## config.mk

```make
export PLATFORM = sky130hd
export DESIGN_NAME = fifo_burst_reader
export DESIGN_NICKNAME = d
export VERILOG_FILES = /design/src/rtl/fifo_rd_pkg.sv /design/src/rtl/fifo_rd_skid.sv /design/src/rtl/fifo_burst_reader.sv
export SDC_FILE = /design/constraint.sdc
export NUM_CORES = 1
export LEC_CHECK = 0
export ABC_CLOCK_PERIOD_IN_PS = 3110
export BUFFER_PORTS_ARGS = -buffer_cell sky130_fd_sc_hd__buf_2
export CAP_MARGIN = 10
export CORE_MARGIN = 3
export CORE_UTILIZATION = 30
export DETAILED_ROUTE_END_ITERATION = 6
export GPL_TIMING_DRIVEN = 1
export PLACE_DENSITY = 0.49
export SYNTH_ARGS = -nofsm -noshare
export SYNTH_HDL_FRONTEND = slang
export SYNTH_SLANG_ARGS = --single-unit
```

## constraint.sdc

```tcl
create_clock -name rd_clk_i -period 3.11 [get_ports rd_clk_i]
set_clock_uncertainty 0.2 [all_clocks]
set_input_delay 0.622 -clock rd_clk_i [delete_from_list [all_inputs] [get_ports rd_clk_i]]
set_output_delay 0.622 -clock rd_clk_i [all_outputs]
set_load 0.02 [all_outputs]
```

## src/rtl/fifo_rd_pkg.sv

```systemverilog
// Shared types and constants for the FIFO burst reader.
// Provides the FSM state encoding, output-buffer sizing and counter-width helper.
package fifo_rd_pkg;

    typedef enum logic [1:0] {
        IDLE  = 2'd0,
        READ  = 2'd1,
        DRAIN = 2'd2
    } rd_state_t;

    localparam int OBUF_DEPTH = 2;
    localparam int OBUF_CNT_W = $clog2(OBUF_DEPTH + 1);

    function automatic int cnt_w(input int depth);
        return $clog2(depth) + 1;
    endfunction

endpackage

```

## src/rtl/fifo_rd_skid.sv

```systemverilog
// Two-entry output buffer between the FIFO read port and the valid/ready stream.
// Head entry drives m_data_o; a write and a pop in the same cycle leave the count unchanged.
module fifo_rd_skid
    import fifo_rd_pkg::*;
#(
    parameter int DATA_WIDTH = 10
) (
    input  logic                  rd_clk_i,
    input  logic                  rst_i,
    input  logic                  wr_en_i,
    input  logic [DATA_WIDTH-1:0] wr_data_i,
    output logic                  m_valid_o,
    output logic [DATA_WIDTH-1:0] m_data_o,
    input  logic                  m_ready_i,
    output logic [OBUF_CNT_W-1:0] count_o
);

    localparam int PTR_W = $clog2(OBUF_DEPTH);

    logic [DATA_WIDTH-1:0] mem_q [OBUF_DEPTH];
    logic [PTR_W-1:0]      wr_ptr_q;
    logic [PTR_W-1:0]      rd_ptr_q;
    logic [OBUF_CNT_W-1:0] count_q;
    logic                  pop;

    always_comb begin
        m_valid_o = (count_q != '0);
        m_data_o  = mem_q[rd_ptr_q];
        count_o   = count_q;
        pop       = m_valid_o && m_ready_i;
    end

    always_ff @(posedge rd_clk_i) begin
        if (rst_i) begin
            for (int unsigned i = 0; i < OBUF_DEPTH; i++) begin
                mem_q[i] <= '0;
            end
            wr_ptr_q <= '0;
            rd_ptr_q <= '0;
            count_q  <= '0;
        end else begin
            if (wr_en_i) begin
                mem_q[wr_ptr_q] <= wr_data_i;
                wr_ptr_q        <= wr_ptr_q + 1'b1;
            end
            if (pop) begin
                rd_ptr_q <= rd_ptr_q + 1'b1;
            end
            case ({wr_en_i, pop})
                2'b10:   count_q <= count_q + 1'b1;
                2'b01:   count_q <= count_q - 1'b1;
                default: count_q <= count_q;
            endcase
        end
    end

endmodule

```

## src/rtl/fifo_burst_reader.sv

```systemverilog
// Pops burst_len words from a FIFO read port into a 2-entry buffer and streams them out.
// Optional starve timeout is enabled with `define FIFO_RD_TIMEOUT_EN.
module fifo_burst_reader
    import fifo_rd_pkg::*;
#(
    parameter int  DATA_WIDTH = 10,
    parameter int  DEPTH      = 16,
    parameter int  TIMEOUT    = 64,
    localparam int CNT_W      = cnt_w(DEPTH)
) (
    input  logic                  rd_clk_i,
    input  logic                  rst_i,
    input  logic                  start_i,
    input  logic [CNT_W-1:0]      burst_len_i,
    output logic                  busy_o,
    output logic                  done_o,
    output logic                  fifo_rd_en_o,
    input  logic [DATA_WIDTH-1:0] fifo_rdata_i,
    input  logic                  fifo_empty_i,
    input  logic                  fifo_underflow_i,
    output logic                  m_valid_o,
    output logic [DATA_WIDTH-1:0] m_data_o,
    input  logic                  m_ready_i,
    output logic                  err_o,
    output logic                  timeout_o
);

    rd_state_t             state_q, state_d;
    logic [CNT_W-1:0]      remaining_q;
    logic                  inflight_q;
    logic                  zero_done_q;
    logic                  err_q;
    logic [OBUF_CNT_W-1:0] obuf_count;
    logic                  pop;
    logic [2:0]            occupancy;
    logic                  drain_done;

`ifdef FIFO_RD_TIMEOUT_EN
    localparam int STARVE_W = $clog2(TIMEOUT + 1);
    logic [STARVE_W-1:0] starve_q;
    logic                timeout_q;
    logic                starved;
    logic                timeout_hit;
`endif

    always_comb begin
        state_d    = state_q;
        drain_done = 1'b0;
        pop        = m_valid_o && m_ready_i;
        // Words already owed to the buffer after this cycle's pop; a new read needs a free slot.
        occupancy  = 3'(obuf_count) + 3'(inflight_q) - 3'(pop);
        fifo_rd_en_o = !rst_i && (state_q == READ) && !fifo_empty_i &&
                       (remaining_q != '0) && (occupancy < 3'(OBUF_DEPTH));
`ifdef FIFO_RD_TIMEOUT_EN
        starved     = (state_q == READ) && fifo_empty_i && (remaining_q != '0);
        timeout_hit = 1'b0;
`endif
        unique case (state_q)
            IDLE: begin
                if (start_i && (burst_len_i != '0)) state_d = READ;
            end
            READ: begin
                if (fifo_rd_en_o && (remaining_q == CNT_W'(1))) begin
                    state_d = DRAIN;
                end
`ifdef FIFO_RD_TIMEOUT_EN
                else if (starved && (starve_q == STARVE_W'(TIMEOUT - 1))) begin
                    state_d     = DRAIN;
                    timeout_hit = 1'b1;
                end
`endif
            end
            DRAIN: begin
                if (!inflight_q && (obuf_count == '0) && !pop) begin
                    state_d    = IDLE;
                    drain_done = 1'b1;
                end
            end
            default: state_d = IDLE;
        endcase
        busy_o = (state_q != IDLE);
        done_o = !rst_i && (zero_done_q || drain_done);
        err_o  = err_q;
    end

    always_ff @(posedge rd_clk_i) begin
        if (rst_i) begin
            state_q     <= IDLE;
            remaining_q <= '0;
            inflight_q  <= 1'b0;
            zero_done_q <= 1'b0;
            err_q       <= 1'b0;
        end else begin
            state_q     <= state_d;
            inflight_q  <= fifo_rd_en_o;
            zero_done_q <= (state_q == IDLE) && start_i && (burst_len_i == '0);
            err_q       <= err_q | fifo_underflow_i;
            if ((state_q == IDLE) && start_i) begin
                remaining_q <= burst_len_i;
            end else if (fifo_rd_en_o) begin
                remaining_q <= remaining_q - 1'b1;
            end
        end
    end

`ifdef FIFO_RD_TIMEOUT_EN
    always_ff @(posedge rd_clk_i) begin
        if (rst_i) begin
            starve_q  <= '0;
            timeout_q <= 1'b0;
        end else begin
            starve_q <= starved ? starve_q + 1'b1 : '0;
            if (timeout_hit) timeout_q <= 1'b1;
        end
    end

    assign timeout_o = timeout_q;
`else
    assign timeout_o = 1'b0;
`endif

    fifo_rd_skid #(
        .DATA_WIDTH(DATA_WIDTH)
    ) u_skid (
        .rd_clk_i (rd_clk_i),
        .rst_i    (rst_i),
        .wr_en_i  (inflight_q),
        .wr_data_i(fifo_rdata_i),
        .m_valid_o(m_valid_o),
        .m_data_o (m_data_o),
        .m_ready_i(m_ready_i),
        .count_o  (obuf_count)
    );

endmodule

```

## Yosys cells after proc, flatten, opt, wreduce, memory -nomap -nowiden

Memory sizes are Yosys's and may differ from the RTL's. A register that Yosys moved wholly into a read port is not among the register bits.
Index checks and enable logic that the tools add are counted.
Widths: inputs -> output; s select.

- Logic and storage cells: 73
- Memories kept: 1
- Register bits: 14
- Output and inout port bits: 16
- Bits of input ports: 21
- RAM bits: 20

Memory list:

| memory | depth | width | read ports | clocked after Yosys merged registers in | write ports | line | RTL |
|---|---|---|---|---|---|---|---|
| u_skid.mem_q | 2 | 10 | 1 | 1 | 2 | fifo_rd_skid.sv:20 | `logic [DATA_WIDTH-1:0] mem_q [OBUF_DEPTH];` |

- Reductions and logical operators: 28
- Magnitude comparators: 1
- Equal/unequal tests: 8
- Bitwise logic cells: 1
- Mux-type cells: 19
- Add/subtract/negate cells: 7

Operators with widths:

| operator | number |
|---|---|
| $logic_and 1x1->1 | 12 |
| $mux 1 | 11 |
| $mux 10 | 1 |
| $mux 5 | 2 |
| $reduce_bool 5->1 | 2 |
| $reduce_or 10->1 | 1 |
| $reduce_bool 2->1 | 4 |
| $mux 2 | 3 |
| $pmux 2 s3 | 1 |
| $eq 5x1->1 const B | 1 |
| $logic_not 5->1 | 1 |
| $sub 5x1->5 const B | 1 |
| $eq 2x1->1 const B | 2 |
| $eq 2x2->1 const B | 2 |
| $logic_not 1->1 | 4 |
| $logic_not 2->1 | 2 |
| $ne 2x2->1 const B | 2 |
| $pmux 2 s2 | 1 |
| $add 2x1->3 | 1 |
| $lt 3x2->1 const B | 1 |
| $reduce_and 3->1 | 1 |
| $sub 3x1->3 | 1 |
| $add 1x1->1 const B | 2 |
| $add 2x1->2 const B | 1 |
| 4 further kinds | 4 |

## Depth between registers and ports, before layout

Gate-level depths: netlist of the first run.

- Depth in word-level cells: 8
- Mapped depth: 9
- Mapped depth without buffers: 8

## Cells and area by module

From an unflattened synthesis of the first run, not the netlist that was laid out.

- Cell total of the unflattened synthesis: 162
- Area total of the unflattened synthesis: 1789.2 µm²

By module, submodules not included:

| module | sequential area each (µm²) | instances | cells an instance | area each (µm²) |
|---|---|---|---|---|
| fifo_rd_skid | 700.7 | 1 | 88 | 1082.3 |
| fifo_burst_reader | 200.2 | 1 | 74 | 706.9 |

## Worst setup path after synthesis of the first run

OpenSTA, ideal clock, no wires.

- Path type: input port to output port
- From: input m_ready_i
- To: output fifo_rd_en_o
- Required time: 2288 ps
- Setup slack: 320 ps
- Buffers on the path: 1
- Arrival: 1968 ps
- Cell stages on the path: 7
- Cells stage by stage: nand2_1 > mux2i_1 > nand2_1 > fa_1 > nand2b_1 > nor4_4 > buf_6

- Longest elaborated chain between the ends: 4

RTL lines:

| element | line | RTL |
|---|---|---|
| start: declaration | fifo_burst_reader.sv:23 | `input logic m_ready_i,` |
| $logic_and 1x1->1 | fifo_burst_reader.sv:49 | `pop = m_valid_o && m_ready_i;` |
| $sub 3x1->3 | fifo_burst_reader.sv:51 | `occupancy = 3'(obuf_count) + 3'(inflight_q) - 3'(pop);` |
| $lt 3x2->1 | fifo_burst_reader.sv:53 | `(remaining_q != '0) && (occupancy < 3'(OBUF_DEPTH));` |
| $logic_and 1x1->1 | fifo_burst_reader.sv:53 |  |
| end: declaration | fifo_burst_reader.sv:17 | `output logic fifo_rd_en_o,` |

No other way between the ends.

## Final worst setup path of the first run

Same ends and word-level chain as after synthesis.

==> report_table.html, run 1 <==
<table>
<tr><th>Metric</th><th>Value</th></tr>
<tr><th colspan="2">Place</th></tr>
<tr><td>Final GP Congestion</td><td>0.8034</td></tr>
<tr><td>Final HPWL from detailed placement</td><td>~2600 um</td></tr>
<tr><td>Port-buffer cells</td><td>35</td></tr>
<tr><td>Place WS</td><td>between 0.06 and 0.07 ns</td></tr>
<tr><th colspan="2">Global routing</th></tr>
<tr><td>Maximum number of pins on one net before global-route repair</td><td>23</td></tr>
<tr><td>Global-route wire length before repair</td><td>between 5000 and 6000 um</td></tr>
<tr><td>GRT Total Usage</td><td>0.1170</td></tr>
<tr><td>Number of antenna violations at the first check in global routing</td><td>0</td></tr>
<tr><td>GR Overflow Total</td><td>0</td></tr>
<tr><td>Number of global-route vias before repair</td><td>between 1,000 and 1,500</td></tr>
<tr><th colspan="2">Die</th></tr>
<tr><td>Starting density of the core</td><td>0.3233</td></tr>
<tr><td>Total Die Area</td><td>about 6700 um^2</td></tr>
<tr><td>Width of the die</td><td>about 82 um</td></tr>
<tr><td>Chip height</td><td>between 80 and 90 um</td></tr>
<tr><td>Core outline area</td><td>about 5300 um^2</td></tr>
<tr><td>Row count</td><td>26</td></tr>
<tr><td>Ports placed on the boundary</td><td>37</td></tr>
<tr><th colspan="2">STA</th></tr>
<tr><td>Post-Route Setup TNS</td><td>0 ns</td></tr>
<tr><td>Share of the cycle needed by the critical path after routing</td><td>0.9586</td></tr>
<tr><td>Minimum clock period</td><td>2.981 ns</td></tr>
<tr><td>Maximum operating frequency</td><td>between 300 and 400 MHz</td></tr>
<tr><td>Worst hold margin</td><td>roughly 0.26 ns</td></tr>
<tr><td>Transition time at the pin with the least slew margin</td><td>between 1 and 1.5 ns</td></tr>
<tr><td>Worst slew margin</td><td>0.2997</td></tr>
<tr><td>Number of pins with negative max-slew slack in the final report</td><td>0</td></tr>
<tr><td>Endpoints failing hold</td><td>0</td></tr>
<tr><td>Setup repair after global routing missed its margin</td><td>false</td></tr>
<tr><td>Number of endpoints failing setup at the final stage</td><td>0</td></tr>
<tr><td>Least setup slack across all paths after layout</td><td>0.1286 ns</td></tr>
<tr><th colspan="2">Critical path</th></tr>
<tr><td>Data arrival, critical path</td><td>roughly 2.2 ns</td></tr>
<tr><td>Worst-path maximum fanout</td><td>4</td></tr>
<tr><td>Critical path type</td><td>in2out</td></tr>
<tr><td>Element type at the critical path start</td><td>input port</td></tr>
<tr><td>Worst Setup End Kind</td><td>output pin</td></tr>
<tr><td>Critical Path RT</td><td>2.29 ns</td></tr>
<tr><th colspan="2">Clock network</th></tr>
<tr><td>H-Tree Level Count</td><td>2</td></tr>
<tr><td>Sinks on the clock net</td><td>35</td></tr>
<tr><td>Total clock buffers created by CTS</td><td>5</td></tr>
<tr><td>Clock edge transition at the registers on the reported setup and hold paths</td><td>about 0.060 ns</td></tr>
<tr><td>Quantity of hold-fixing buffers added after cts</td><td>0</td></tr>
<tr><td>Cell chosen for the clock root</td><td>sky130_fd_sc_hd__clkbuf_8</td></tr>
<tr><td>Clock tree from TritonCTS</td><td>done</td></tr>
<tr><td>Clock latency of the later-clocked register in the worst-skew pair</td><td>0.28 ns</td></tr>
<tr><td>Maximum number of buffers from clock root to sink</td><td>2</td></tr>
<tr><th colspan="2">Finish</th></tr>
<tr><td>Post-layout nets</td><td>around 220</td></tr>
<tr><td>Antenna fix cells</td><td>0</td></tr>
<tr><td>Register Area</td><td>around 900 um^2</td></tr>
<tr><td>Fraction of layout instances using a drive strength above 1</td><td>0.3487</td></tr>
<tr><td>Multi-input gate area in the final layout</td><td>around 750 um^2</td></tr>
<tr><td>Fillers</td><td>between 500 and 600</td></tr>
<tr><td>Layout area overhead</td><td>22.99%</td></tr>
<tr><th colspan="2">Route</th></tr>
<tr><td>Antenna Violating Nets Remaining</td><td>0</td></tr>
<tr><td>Number of vias after detailed routing</td><td>roughly 1,300</td></tr>
<tr><td>Length of the first detailed-routing pass in iterations</td><td>4</td></tr>
<tr><td>Wirelength per Cell</td><td>between 10 and 15 um</td></tr>
<tr><td>Final routed wirelength across all metal layers</td><td>3633 um</td></tr>
<tr><td>Drt drc</td><td>0</td></tr>
<tr><td>Vias per inst</td><td>4.747</td></tr>
<tr><td>Number of DRC markers in iteration 0</td><td>roughly 70</td></tr>
<tr><th colspan="2">Synthesis</th></tr>
<tr><td>Instance count of the mapped netlist</td><td>154</td></tr>
<tr><td>Fraction of the yosys area taken by sequential cells</td><td>0.5255</td></tr>
<tr><td>Mapped cell area</td><td>~1700 um^2</td></tr>
<tr><td>Syn Nets</td><td>between 150 and 200</td></tr>
<tr><td>Number of storage elements in the synthesis netlist</td><td>35</td></tr>
<tr><td>Average cell area after synthesis</td><td>roughly 11 um^2</td></tr>
<tr><td>Yosys warning count</td><td>0</td></tr>
<tr><td>Post-synthesis cell type count</td><td>41</td></tr>
<tr><th colspan="2">Power and ir drop</th></tr>
<tr><td>Peak VDD IR</td><td>about 180 uV</td></tr>
<tr><td>Total power density per cell area</td><td>just over 500 nW/um^2</td></tr>
<tr><td>Lkg Pwr</td><td>approximately 0.87 nW</td></tr>
<tr><td>Power after layout</td><td>1.093 mW</td></tr>
<tr><th colspan="2">Min path</th></tr>
<tr><td>Worst min-delay path category</td><td>reg2reg</td></tr>
<tr><th colspan="2">Run</th></tr>
<tr><td>Number of max-cap violations</td><td>0</td></tr>
<tr><th colspan="2">Status</th></tr>
<tr><td>Outcome</td><td>complete, no violations</td></tr>
</table>
[sequential cells by signal, summed over array words and instances (netlist names), named ones only]
name / flops
remaining_q: 5
err_o: 1
inflight_q: 1
u_skid.mem_q: 20
u_skid.wr_ptr_q: 1
state_q: 2
u_skid.rd_ptr_q: 1
u_skid.count_o: 2
zero_done_q: 1
[report_power, final]
group | leakage (nW) | internal [mW] | switching, mW | total [mW]
Sequential | 0.330 | 0.512 | 0.0145 | 0.527
Clock | 0.0612 | 0.259 | 0.164 | 0.424
Combinational | 0.483 | 0.0606 | 0.0817 | 0.142
[cell usage after synthesis]
library cell / n / share of area
sky130_fd_sc_hd__nor3_1: 4 / 0.012
sky130_fd_sc_hd__or3b_2: 1 / 0.0051
sky130_fd_sc_hd__a21o_1: 1 / 0.0044
sky130_fd_sc_hd__mux2_2: 10 / 0.066
sky130_fd_sc_hd__or4_1: 1 / 0.0044
sky130_fd_sc_hd__inv_1: 7 / 0.015
sky130_fd_sc_hd__conb_1: 1 / 0.0022
sky130_fd_sc_hd__dfxtp_1: 15 / 0.18
sky130_fd_sc_hd__nand2_1: 5 / 0.011
sky130_fd_sc_hd__and2b_1: 1 / 0.0044
sky130_fd_sc_hd__and2_1: 21 / 0.077
sky130_fd_sc_hd__o21bai_1: 1 / 0.0044
sky130_fd_sc_hd__o32ai_1: 1 / 0.0051
sky130_fd_sc_hd__clkbuf_1: 6 / 0.013
sky130_fd_sc_hd__a41o_1: 1 / 0.0058
sky130_fd_sc_hd__or2_2: 2 / 0.0073
sky130_fd_sc_hd__a2111oi_2: 1 / 0.0088
sky130_fd_sc_hd__o211ai_1: 1 / 0.0044
sky130_fd_sc_hd__nand3b_1: 3 / 0.013
sky130_fd_sc_hd__buf_4: 1 / 0.0044
sky130_fd_sc_hd__or3b_4: 1 / 0.0066
sky130_fd_sc_hd__nor4b_1: 1 / 0.0051
sky130_fd_sc_hd__and3_1: 2 / 0.0073
sky130_fd_sc_hd__xnor2_1: 2 / 0.010
sky130_fd_sc_hd__nor3b_1: 3 / 0.013
sky130_fd_sc_hd__buf_6: 1 / 0.0066
sky130_fd_sc_hd__nor4_4: 1 / 0.012
sky130_fd_sc_hd__xor2_1: 2 / 0.010
sky130_fd_sc_hd__nor2_1: 15 / 0.033
sky130_fd_sc_hd__nand2b_1: 2 / 0.0073
sky130_fd_sc_hd__a2111oi_0: 1 / 0.0051
sky130_fd_sc_hd__ha_1: 3 / 0.022
sky130_fd_sc_hd__a211oi_1: 2 / 0.0088
sky130_fd_sc_hd__a21oi_1: 3 / 0.0088
sky130_fd_sc_hd__fa_1: 1 / 0.012
sky130_fd_sc_hd__o311ai_0: 1 / 0.0051
sky130_fd_sc_hd__o21ai_0: 3 / 0.0088
sky130_fd_sc_hd__nand3_1: 1 / 0.0029
sky130_fd_sc_hd__edfxtp_1: 20 / 0.35
sky130_fd_sc_hd__mux2i_1: 2 / 0.012
sky130_fd_sc_hd__nor4_1: 3 / 0.011
[cell families after synthesis]
| kind of cell | share of synthesized area |
|---|---|
| AND/OR/NAND/NOR | 0.2321 |
| flip-flops | 0.5256 |
| AO/OA/AOI/OAI | 0.06934 |
| buffers and inverters | 0.03942 |
| multiplexers | 0.07737 |
| adder cells (fa/ha/maj) | 0.03358 |
| XOR/XNOR | 0.02044 |
| other | 0.002188 |
[worst max-delay path: stages]
cell and delay, ns:
sky130_fd_sc_hd__buf_2 0.13, sky130_fd_sc_hd__nand2_2 0.07, sky130_fd_sc_hd__mux2i_2 0.17, sky130_fd_sc_hd__nand2_1 0.09, sky130_fd_sc_hd__fa_1 0.48, sky130_fd_sc_hd__nand2b_1 0.11
sky130_fd_sc_hd__nor4_4 0.30, sky130_fd_sc_hd__buf_4 0.19
[placed cells by master, fill, tap and decap left out, types with 2 or more instances in the layout]
cell type and instances:
sky130_fd_sc_hd__ha_1 3, sky130_fd_sc_hd__and3_1 2, sky130_fd_sc_hd__nor3_1 4, sky130_fd_sc_hd__a21oi_1 3, sky130_fd_sc_hd__o21ai_0 3, sky130_fd_sc_hd__nor2_1 15
sky130_fd_sc_hd__xor2_1 2, sky130_fd_sc_hd__edfxtp_1 20, sky130_fd_sc_hd__buf_2 34, sky130_fd_sc_hd__xnor2_1 2, sky130_fd_sc_hd__nand2b_1 2, sky130_fd_sc_hd__nor3b_1 3
sky130_fd_sc_hd__a211oi_1 2, sky130_fd_sc_hd__buf_4 7, sky130_fd_sc_hd__or2_2 2, sky130_fd_sc_hd__dfxtp_1 14, sky130_fd_sc_hd__nor4_1 3, sky130_fd_sc_hd__nand2_1 4
sky130_fd_sc_hd__clkbuf_8 6, sky130_fd_sc_hd__and2_1 21, sky130_fd_sc_hd__mux2_2 10, sky130_fd_sc_hd__nand3b_1 3, sky130_fd_sc_hd__inv_1 7
[final timing paths]
check,depth (start not counted),startpoint,slack [ns],end
setup reg to reg,9,u_skid.count_o[0]$_SDFFE_PP0P_,0.49,remaining_q[1]$_SDFFE_PP0P_
hold reg to reg,2,err_o$_SDFF_PP0_,0.26,err_o$_SDFF_PP0_
setup / recovery,8,m_ready_i,0.13,fifo_rd_en_o
hold / removal,2,err_o$_SDFF_PP0_,0.26,err_o$_SDFF_PP0_
[stage by stage]
stage / cell area (um^2) / utilization / instances
finish: 2108 / 0.3976 / 265
global route: 2108 / 0.3976 / 265
CTS: 2083 / 0.3929 / 263
detailed placement: 1966 / 0.3707 / 255
global placement: 1966 / 0.3707 / 255
floorplan: 1714 / - / 154
[area by class of cell]
cell class              count  share of cell area
clock buffers               6             0.03917
clock inverters             2             0.01662
inverters                   7             0.01246
multi-input cells         104              0.3567
flip-flops and latches     35              0.4279
well taps                  70             0.04154
repair buffers             41              0.1056
[what timing repair did]
| action | in CTS | in global routing |
|---|---|---|
| gates resized for setup | 0 | 4 |
| endpoints found under the setup margin | 0 | 1 |
| setup buffers | 0 | 2 |
[per-layer routing]
layer | track usage | up-vias | share of wire | routed length, um
met5 | 0 | - | 0 | 0
met4 | 0.04651 | 0 | 0.0080 | 29
met3 | 0.03618 | 4 | 0.063 | 228
met2 | 0.1954 | 41 | 0.50 | 1811
met1 | 0.1400 | 598 | 0.43 | 1564
li1 | - | 615 | - | -
Note: power is estimated with default switching activity, not from simulation.
==> inputs of run 2 (changes only) <==
BUFFER_PORTS_ARGS = -buffer_cell sky130_fd_sc_hd__clkbuf_2   (was -buffer_cell sky130_fd_sc_hd__buf_2)
==> run 2 against run 1 <==
Global-route usage is 0.27 points higher. Sequential share of layout area is 0.62 points higher. Via count is 0.32% higher. Non-clock buffer count is 1 lower. Clock power is 26% lower. Design area is 1.0% lower. Die area stayed put. Sequential power hardly changed. Count of clock-buffer cells in the layout stayed put. First-iteration DRC count is 41% lower. Maximum frequency is 1.3% lower. Largest cell class unchanged.
==> report_table.html, run 2 (synthesized netlist as in run 1, its figures left out) <==
<table>
<tr><th>Metric</th><th>Value</th></tr>
<tr><th colspan="2">Run</th></tr>
<tr><td>Number of max-cap violations</td><td>0 (unchanged)</td></tr>
<tr><th colspan="2">Critical path</th></tr>
<tr><td>Element type at the critical path start</td><td>input port</td></tr>
<tr><td>Critical Path, Cell by Cell</td><td>buf_6 &gt; nand2_4 &gt; mux2i_2 &gt; nand2_1 &gt; fa_1 &gt; nand2b_4 &gt; nor4_4 &gt; buf_4</td></tr>
<tr><td>Critical path type</td><td>in2out</td></tr>
<tr><td>Capture instance of the worst register-to-register path</td><td>remaining_q[2]$_SDFFE_PP0P_</td></tr>
<tr><td>Worst setup path startpoint</td><td>m_ready_i</td></tr>
<tr><td>Origin of the critical flop-to-flop path</td><td>u_skid.count_o[0]$_SDFFE_PP0P_</td></tr>
<tr><td>Slowest Stage Delay on Critical Path</td><td>0.60 ns (+0.12 ns)</td></tr>
<tr><td>Data arrival, critical path</td><td>2.20 ns (+0.04 ns)</td></tr>
<tr><td>Slowest library cell on the worst path</td><td>sky130_fd_sc_hd__fa_1</td></tr>
<tr><td>Worst Setup End Kind</td><td>output pin</td></tr>
<tr><td>Length in cells of the worst reg-to-reg path</td><td>9 (unchanged)</td></tr>
<tr><td>Setup slack of the worst register-to-register path</td><td>0.45 ns (-0.04 ns)</td></tr>
<tr><td>Critical Path RT</td><td>2.29 ns (about the same)</td></tr>
<tr><td>Worst-path maximum fanout</td><td>4 (unchanged)</td></tr>
<tr><th colspan="2">Finish</th></tr>
<tr><td>Post-layout nets</td><td>218 (-0.46%)</td></tr>
<tr><td>Registers with the highest flip-flop counts</td><td>u_skid.mem_q: 20 flops, remaining_q: 5 flops</td></tr>
<tr><td>Antenna fix cells</td><td>0 (unchanged)</td></tr>
<tr><td>Register with the highest flop count</td><td>u_skid.mem_q</td></tr>
<tr><td>Leading cell type in the layout, fill and taps excluded</td><td>sky130_fd_sc_hd__clkbuf_2</td></tr>
<tr><td>Layout area overhead</td><td>21.75%</td></tr>
<tr><td>Post-route insts no fill</td><td>264 (-0.38%)</td></tr>
<tr><td>Highest-count cells in the layout ignoring fill and taps</td><td>33 x sky130_fd_sc_hd__clkbuf_2, 21 x sky130_fd_sc_hd__and2_1, 20 x sky130_fd_sc_hd__edfxtp_1, 15 x sky130_fd_sc_hd__nor2_1, 13 x sky130_fd_sc_hd__dfxtp_1</td></tr>
<tr><td>Post-layout utilization of the core</td><td>0.3936 (-0.004011)</td></tr>
<tr><td>Fraction of layout instances using a drive strength above 1</td><td>0.3505 (+0.001798)</td></tr>
<tr><td>Max reg flops</td><td>20 (unchanged)</td></tr>
<tr><th colspan="2">STA</th></tr>
<tr><td>Transition time at the pin with the least slew margin</td><td>0.9676 ns (-0.08056 ns)</td></tr>
<tr><td>Worst slew margin</td><td>0.3535 (+0.05382)</td></tr>
<tr><td>Number of endpoints failing setup at the final stage</td><td>0 (unchanged)</td></tr>
<tr><td>Endpoints failing hold</td><td>0 (unchanged)</td></tr>
<tr><td>Minimum clock period</td><td>3.022 ns (+0.04065 ns)</td></tr>
<tr><td>Maximum operating frequency</td><td>330.9 MHz (-1.3%)</td></tr>
<tr><td>Number of pins with negative max-slew slack in the final report</td><td>0 (unchanged)</td></tr>
<tr><td>Least setup slack across all paths after layout</td><td>0.08798 ns (-0.04065 ns)</td></tr>
<tr><td>Share of the cycle needed by the critical path after routing</td><td>0.9717 (+0.01307)</td></tr>
<tr><th colspan="2">Clock network</th></tr>
<tr><td>H-Tree Level Count</td><td>2 (unchanged)</td></tr>
<tr><td>Total clock buffers created by CTS</td><td>5 (unchanged)</td></tr>
<tr><td>Cell chosen for the clock root</td><td>sky130_fd_sc_hd__clkbuf_8</td></tr>
<tr><td>Sinks on the clock net</td><td>35 (unchanged)</td></tr>
<tr><td>Maximum number of buffers from clock root to sink</td><td>2 (unchanged)</td></tr>
<tr><td>Clock tree from TritonCTS</td><td>done</td></tr>
<tr><td>Clock latency of the later-clocked register in the worst-skew pair</td><td>0.28 ns (about the same)</td></tr>
<tr><td>Clock edge transition at the registers on the reported setup and hold paths</td><td>0.06 ns (about the same)</td></tr>
<tr><td>Quantity of hold-fixing buffers added after cts</td><td>0 (unchanged)</td></tr>
<tr><th colspan="2">Min path</th></tr>
<tr><td>Hold Path Origin</td><td>err_o$_SDFF_PP0_</td></tr>
<tr><td>Worst min-delay path category</td><td>reg2reg</td></tr>
<tr><td>Terminating pin of the worst hold path</td><td>err_o$_SDFF_PP0_</td></tr>
<tr><td>Cell depth of the worst hold path</td><td>2 (unchanged)</td></tr>
<tr><th colspan="2">Status</th></tr>
<tr><td>Outcome</td><td>complete, no violations</td></tr>
<tr><th colspan="2">Die</th></tr>
<tr><td>Chip height</td><td>81.59 um (unchanged)</td></tr>
<tr><td>Total Die Area</td><td>6657 um^2 (unchanged)</td></tr>
<tr><td>Width of the die</td><td>81.59 um (unchanged)</td></tr>
<tr><td>Row count</td><td>26 (unchanged)</td></tr>
<tr><td>Ports placed on the boundary</td><td>37 (unchanged)</td></tr>
<tr><td>Starting density of the core</td><td>0.3233 (unchanged)</td></tr>
<tr><td>Core outline area</td><td>5303 um^2 (unchanged)</td></tr>
<tr><th colspan="2">Power and ir drop</th></tr>
<tr><td>Peak VDD IR</td><td>137.7 uV (-23%)</td></tr>
<tr><td>Lkg Pwr</td><td>0.8681 nW (-0.66%)</td></tr>
<tr><td>Power after layout</td><td>0.9816 mW (-10%)</td></tr>
<tr><td>Total power density per cell area</td><td>470.3 nW/um^2 (-9.3%)</td></tr>
<tr><th colspan="2">Global routing</th></tr>
<tr><td>GR Overflow Total</td><td>0 (unchanged)</td></tr>
<tr><td>Global-route wire length before repair</td><td>6044 um (+3.8%)</td></tr>
<tr><td>Number of global-route vias before repair</td><td>1,376 (+7.0%)</td></tr>
<tr><td>GRT Total Usage</td><td>0.1197 (+0.002746)</td></tr>
<tr><td>Maximum number of pins on one net before global-route repair</td><td>23 (unchanged)</td></tr>
<tr><td>Number of antenna violations at the first check in global routing</td><td>0 (unchanged)</td></tr>
<tr><th colspan="2">Place</th></tr>
<tr><td>Port-buffer cells</td><td>35 (unchanged)</td></tr>
<tr><td>Dpl cells</td><td>255 (unchanged)</td></tr>
<tr><td>Place WS</td><td>0.05520 ns (-0.01144 ns)</td></tr>
<tr><td>Final HPWL from detailed placement</td><td>2662 um (+1.1%)</td></tr>
<tr><td>Final GP Congestion</td><td>0.7981 (-0.66%)</td></tr>
<tr><th colspan="2">Route</th></tr>
<tr><td>Antenna Violating Nets Remaining</td><td>0 (unchanged)</td></tr>
<tr><td>Wirelength per Cell</td><td>13.86 um (+1.1%)</td></tr>
<tr><td>Final routed wirelength across all metal layers</td><td>3659 um (+0.72%)</td></tr>
<tr><td>Vias per inst</td><td>4.780 (+0.70%)</td></tr>
<tr><td>Length of the first detailed-routing pass in iterations</td><td>4 (unchanged)</td></tr>
<tr><td>Number of vias after detailed routing</td><td>1,262 (+0.32%)</td></tr>
<tr><td>Number of DRC markers in iteration 0</td><td>40 (-41%)</td></tr>
<tr><td>Drt drc</td><td>0 (unchanged)</td></tr>
</table>
[run 2: changes by cell type in the layout (fill, tap and decap cells not counted), sizes merged]
cell	previous run	this run
bufinv	1	0
clkbuf	6	39
buf	41	7
clkinv	1	2
[run 2: cell type report]
class                           instances  area (um^2)
Tap cell                               70        87.58
Inverter                                7        26.28
Timing Repair Buffer                   40        221.5
Clock inverter                          2        8.758
Sequential cell                        35        905.9
Multi-Input combinational cell        104        764.5
Fill cell                             552         3216
Clock buffer                            6        72.57
[run 2: critical path, delay by kind of cell]
kind          cells  cell delay (ns)
fa+ha+maj         1             0.60
buf+inv           2             0.28
mux               1             0.19
simple gates      4             0.51
[run 2: power by group]
| group | leakage (nW) | internal, mW | switching, mW | total (mW) |
|---|---|---|---|---|
| Clock | 0.0426 | 0.154 | 0.158 | 0.312 |
| Combinational | 0.495 | 0.0615 | 0.0815 | 0.143 |
| Sequential | 0.331 | 0.512 | 0.0149 | 0.527 |
[run 2: how the worst max path moves through the flow]
stage | end | cells past startpoint | slack, ns
6_report | fifo_rd_en_o | 8 | 0.09
2_1_floorplan | fifo_rd_en_o | 7 | 0.32
3_3_place_gp | fifo_rd_en_o | 8 | 0.1
4_1_cts | fifo_rd_en_o | 7 | 0.001
3_5_place_dp | fifo_rd_en_o | 8 | 0.06
5_1_grt | fifo_rd_en_o | 8 | -0.005
[run 2: metal layers]
metal | share of wire | global-route usage
met2 | 0.49 | 0.2060
met1 | 0.43 | 0.1386
met4 | 0.019 | 0.05482
met3 | 0.056 | 0.03180
met5 | 0 | 0
[run 2: repair_timing]
action | in CTS | in global routing
hold endpoints to repair | 0 | 0
setup endpoints to repair | 0 | 1
gates resized for setup | 0 | 13
setup buffers | 0 | 1
[run 2: per-stage QoR]
step	hold slack, ns	cell area, um^2	setup TNS [ns]
after floorplan	0.2725	1714	0
after global placement	0.2598	1966	0
after detailed placement	0.2629	1966	0
after CTS	0.2780	2047	0
after global routing	0.3241	2087	-0.005310
final	0.2707	2087	0
==> inputs of run 3 (changes only) <==
ABC_CLOCK_PERIOD_IN_PS = 3300   (was 3110)
clock period = 3.3 ns   (was 3.11 ns; I/O delays follow)
==> run 3 against run 2 <==
Sequential share of layout area up 0.60 points. Global-route usage is 0.49 points lower. Critical path depth is 1 lower. Design area decreased by 1.9%. Highest routed layer unchanged. Final cell count is 0.38% lower. Non-clock buffer count decreased by 1. Hold slack improved by 0.0010 ns.
==> report_table.html, run 3 (synthesized netlist as in run 1, its figures left out) <==
<table>
<tr><th>Metric</th><th>Value</th></tr>
<tr><th colspan="2">Finish</th></tr>
<tr><td>Layout area overhead</td><td>19.42%</td></tr>
<tr><td>Leading cell type in the layout, fill and taps excluded</td><td>sky130_fd_sc_hd__clkbuf_2</td></tr>
<tr><td>Register with the highest flop count</td><td>u_skid.mem_q</td></tr>
<tr><td>Registers with the highest flip-flop counts</td><td>u_skid.mem_q: 20 flops, remaining_q: 5 flops</td></tr>
<tr><td>Post-route insts no fill</td><td>263 (-0.38%)</td></tr>
<tr><td>Antenna fix cells</td><td>0 (unchanged)</td></tr>
<tr><td>Post-layout utilization of the core</td><td>0.3860 (-0.007551)</td></tr>
<tr><td>Post-layout nets</td><td>217 (-0.46%)</td></tr>
<tr><td>Fraction of layout instances using a drive strength above 1</td><td>0.3161 (-0.03445)</td></tr>
<tr><td>Max reg flops</td><td>20 (unchanged)</td></tr>
<tr><td>Highest-count cells in the layout ignoring fill and taps</td><td>35 x sky130_fd_sc_hd__clkbuf_2, 21 x sky130_fd_sc_hd__and2_1, 20 x sky130_fd_sc_hd__edfxtp_1, 15 x sky130_fd_sc_hd__nor2_1, 15 x sky130_fd_sc_hd__dfxtp_1</td></tr>
<tr><th colspan="2">Global routing</th></tr>
<tr><td>Maximum number of pins on one net before global-route repair</td><td>23 (unchanged)</td></tr>
<tr><td>GRT Total Usage</td><td>0.1149 (-0.004853)</td></tr>
<tr><td>Number of antenna violations at the first check in global routing</td><td>0 (unchanged)</td></tr>
<tr><td>Number of global-route vias before repair</td><td>1,254 (-8.9%)</td></tr>
<tr><td>GR Overflow Total</td><td>0 (unchanged)</td></tr>
<tr><td>Global-route wire length before repair</td><td>5789 um (-4.2%)</td></tr>
<tr><th colspan="2">Clock network</th></tr>
<tr><td>Clock tree from TritonCTS</td><td>done</td></tr>
<tr><td>Post-CTS setup-driven buffer insertion count</td><td>0 (unchanged)</td></tr>
<tr><td>Cell chosen for the clock root</td><td>sky130_fd_sc_hd__clkbuf_8</td></tr>
<tr><td>Maximum number of buffers from clock root to sink</td><td>2 (unchanged)</td></tr>
<tr><td>Total clock buffers created by CTS</td><td>5 (unchanged)</td></tr>
<tr><td>Sinks on the clock net</td><td>35 (unchanged)</td></tr>
<tr><td>H-Tree Level Count</td><td>2 (unchanged)</td></tr>
<tr><td>Clock latency of the later-clocked register in the worst-skew pair</td><td>0.28 ns (about the same)</td></tr>
<tr><td>Clock edge transition at the registers on the reported setup and hold paths</td><td>0.07 ns (about the same)</td></tr>
<tr><td>Quantity of hold-fixing buffers added after cts</td><td>0 (unchanged)</td></tr>
<tr><td>CTS resizes</td><td>0 (unchanged)</td></tr>
<tr><th colspan="2">Critical path</th></tr>
<tr><td>Critical Path RT</td><td>2.44 ns (+0.15 ns)</td></tr>
<tr><td>Data arrival, critical path</td><td>2.27 ns (+0.07 ns)</td></tr>
<tr><td>Critical Path, Cell by Cell</td><td>nand2_1 &gt; mux2i_1 &gt; nand2_1 &gt; fa_1 &gt; nand2b_1 &gt; nor4_4 &gt; clkbuf_2</td></tr>
<tr><td>Element type at the critical path start</td><td>flop</td></tr>
<tr><td>Slowest Stage Delay on Critical Path</td><td>0.48 ns (-0.12 ns)</td></tr>
<tr><td>Worst Setup End Kind</td><td>output pin</td></tr>
<tr><td>Critical path type</td><td>reg2out</td></tr>
<tr><td>Dominant cell type by count on the critical path</td><td>sky130_fd_sc_hd__nand2_1</td></tr>
<tr><td>Worst-path maximum fanout</td><td>7 (+3)</td></tr>
<tr><td>Slowest library cell on the worst path</td><td>sky130_fd_sc_hd__dfxtp_1</td></tr>
<tr><th colspan="2">STA</th></tr>
<tr><td>Worst slew margin</td><td>0.3839 (+0.03038)</td></tr>
<tr><td>Setup repair after global routing missed its margin</td><td>false</td></tr>
<tr><td>Share of the cycle needed by the critical path after routing</td><td>0.9484</td></tr>
<tr><td>Transition time at the pin with the least slew margin</td><td>0.9222 ns (-0.04547 ns)</td></tr>
<tr><td>Number of endpoints failing setup at the final stage</td><td>0 (unchanged)</td></tr>
<tr><td>Post-Route Setup TNS</td><td>0 ns (unchanged)</td></tr>
<tr><td>Number of pins with negative max-slew slack in the final report</td><td>0 (unchanged)</td></tr>
<tr><td>Minimum clock period</td><td>about 3.1 ns</td></tr>
<tr><td>Endpoints failing hold</td><td>0 (unchanged)</td></tr>
<tr><td>Maximum operating frequency</td><td>roughly 320 MHz</td></tr>
<tr><th colspan="2">Power and ir drop</th></tr>
<tr><td>Peak VDD IR</td><td>127.9 uV (-7.1%)</td></tr>
<tr><td>Total power density per cell area</td><td>448.3 nW/um^2 (-4.7%)</td></tr>
<tr><td>Lkg Pwr</td><td>0.8486 nW (-2.2%)</td></tr>
<tr><th colspan="2">Run</th></tr>
<tr><td>Number of max-cap violations</td><td>0 (unchanged)</td></tr>
<tr><th colspan="2">Status</th></tr>
<tr><td>Outcome</td><td>complete, no violations</td></tr>
<tr><th colspan="2">Route</th></tr>
<tr><td>Number of vias after detailed routing</td><td>1,246 (-1.3%)</td></tr>
<tr><td>Length of the first detailed-routing pass in iterations</td><td>4 (unchanged)</td></tr>
<tr><td>Number of DRC markers in iteration 0</td><td>48 (+20%)</td></tr>
<tr><td>Final routed wirelength across all metal layers</td><td>3491 um (-4.6%)</td></tr>
<tr><td>Vias per inst</td><td>4.738 (-0.89%)</td></tr>
<tr><td>Antenna Violating Nets Remaining</td><td>0 (unchanged)</td></tr>
<tr><td>Wirelength per Cell</td><td>13.27 um (-4.2%)</td></tr>
<tr><td>Drt drc</td><td>0 (unchanged)</td></tr>
<tr><th colspan="2">Die</th></tr>
<tr><td>Core outline area</td><td>5303 um^2 (unchanged)</td></tr>
<tr><td>Row count</td><td>26 (unchanged)</td></tr>
<tr><td>Ports placed on the boundary</td><td>37 (unchanged)</td></tr>
<tr><td>Chip height</td><td>81.59 um (unchanged)</td></tr>
<tr><td>Total Die Area</td><td>6657 um^2 (unchanged)</td></tr>
<tr><td>Width of the die</td><td>81.59 um (unchanged)</td></tr>
<tr><td>Starting density of the core</td><td>0.3233 (unchanged)</td></tr>
<tr><th colspan="2">Place</th></tr>
<tr><td>Final HPWL from detailed placement</td><td>2587 um (-2.8%)</td></tr>
<tr><td>Port-buffer cells</td><td>35 (unchanged)</td></tr>
<tr><td>Dpl cells</td><td>255 (unchanged)</td></tr>
<tr><td>Final GP Congestion</td><td>0.7929 (-0.65%)</td></tr>
<tr><th colspan="2">Min path</th></tr>
<tr><td>Worst min-delay path category</td><td>reg2reg</td></tr>
</table>
==> run 3: path summary, 6_finish.rpt <==
check | cells past startpoint | endpoint | from | slack [ns]
hold / removal | 2 | err_o$_SDFF_PP0_ | err_o$_SDFF_PP0_ | 0.27
setup reg to reg | 9 | remaining_q[1]$_SDFFE_PP0P_ | u_skid.count_o[1]$_SDFFE_PP0P_ | 0.48
hold reg to reg | 2 | err_o$_SDFF_PP0_ | err_o$_SDFF_PP0_ | 0.27
setup / recovery | 7 | fifo_rd_en_o | u_skid.count_o[1]$_SDFFE_PP0P_ | 0.17
==> run 3: cell type report <==
type	instances	area, um^2
clock buffer	6	72.57
timing repair buffer	39	205.2
multi-input combinational	104	745.7
inverter	7	26.28
clock inverter	2	8.758
fill	549	3256
sequential	35	900.9
tap	70	87.58
==> run 3: power by group <==
group	switching (mW)	internal (mW)
sequential	0.0136	0.483
clock	0.146	0.145
combinational	0.0751	0.0549
total	0.235	0.683
==> run 3: metrics by stage <==
| stage | total power, mW | hold WS, ns | worst slack (ns) | area (um^2) |
|---|---|---|---|---|
| 2_1_floorplan | 0.5926 | 0.2725 | 0.4338 | 1714 |
| 3_3_place_gp | 0.6334 | 0.2600 | 0.2134 | 1966 |
| 3_5_place_dp | 0.6366 | 0.2685 | 0.1721 | 1966 |
| 4_1_cts | 0.9335 | 0.2841 | 0.1421 | 2047 |
| 5_1_grt | 0.9708 | 0.3279 | 0.04092 | 2047 |
| 6_report | 0.9177 | 0.2717 | 0.1702 | 2047 |
==> run 3: critical path, delay by kind of cell (launching register included) <==
family                   cells  cell delay (ns)
AND/OR/NAND/NOR              4             0.59
flip-flops                   1             0.48
adder cells (fa/ha/maj)      1             0.48
multiplexers                 1             0.23
buffers and inverters        1             0.22
==> run 3: per-layer routing <==
metal	GRT usage	vias to the layer above	part of all wire
li1	-	614	-
met1	0.1406	594	0.43
met2	0.1906	32	0.49
met3	0.03947	6	0.069
met4	0.03488	0	0.011
met5	0	-	0
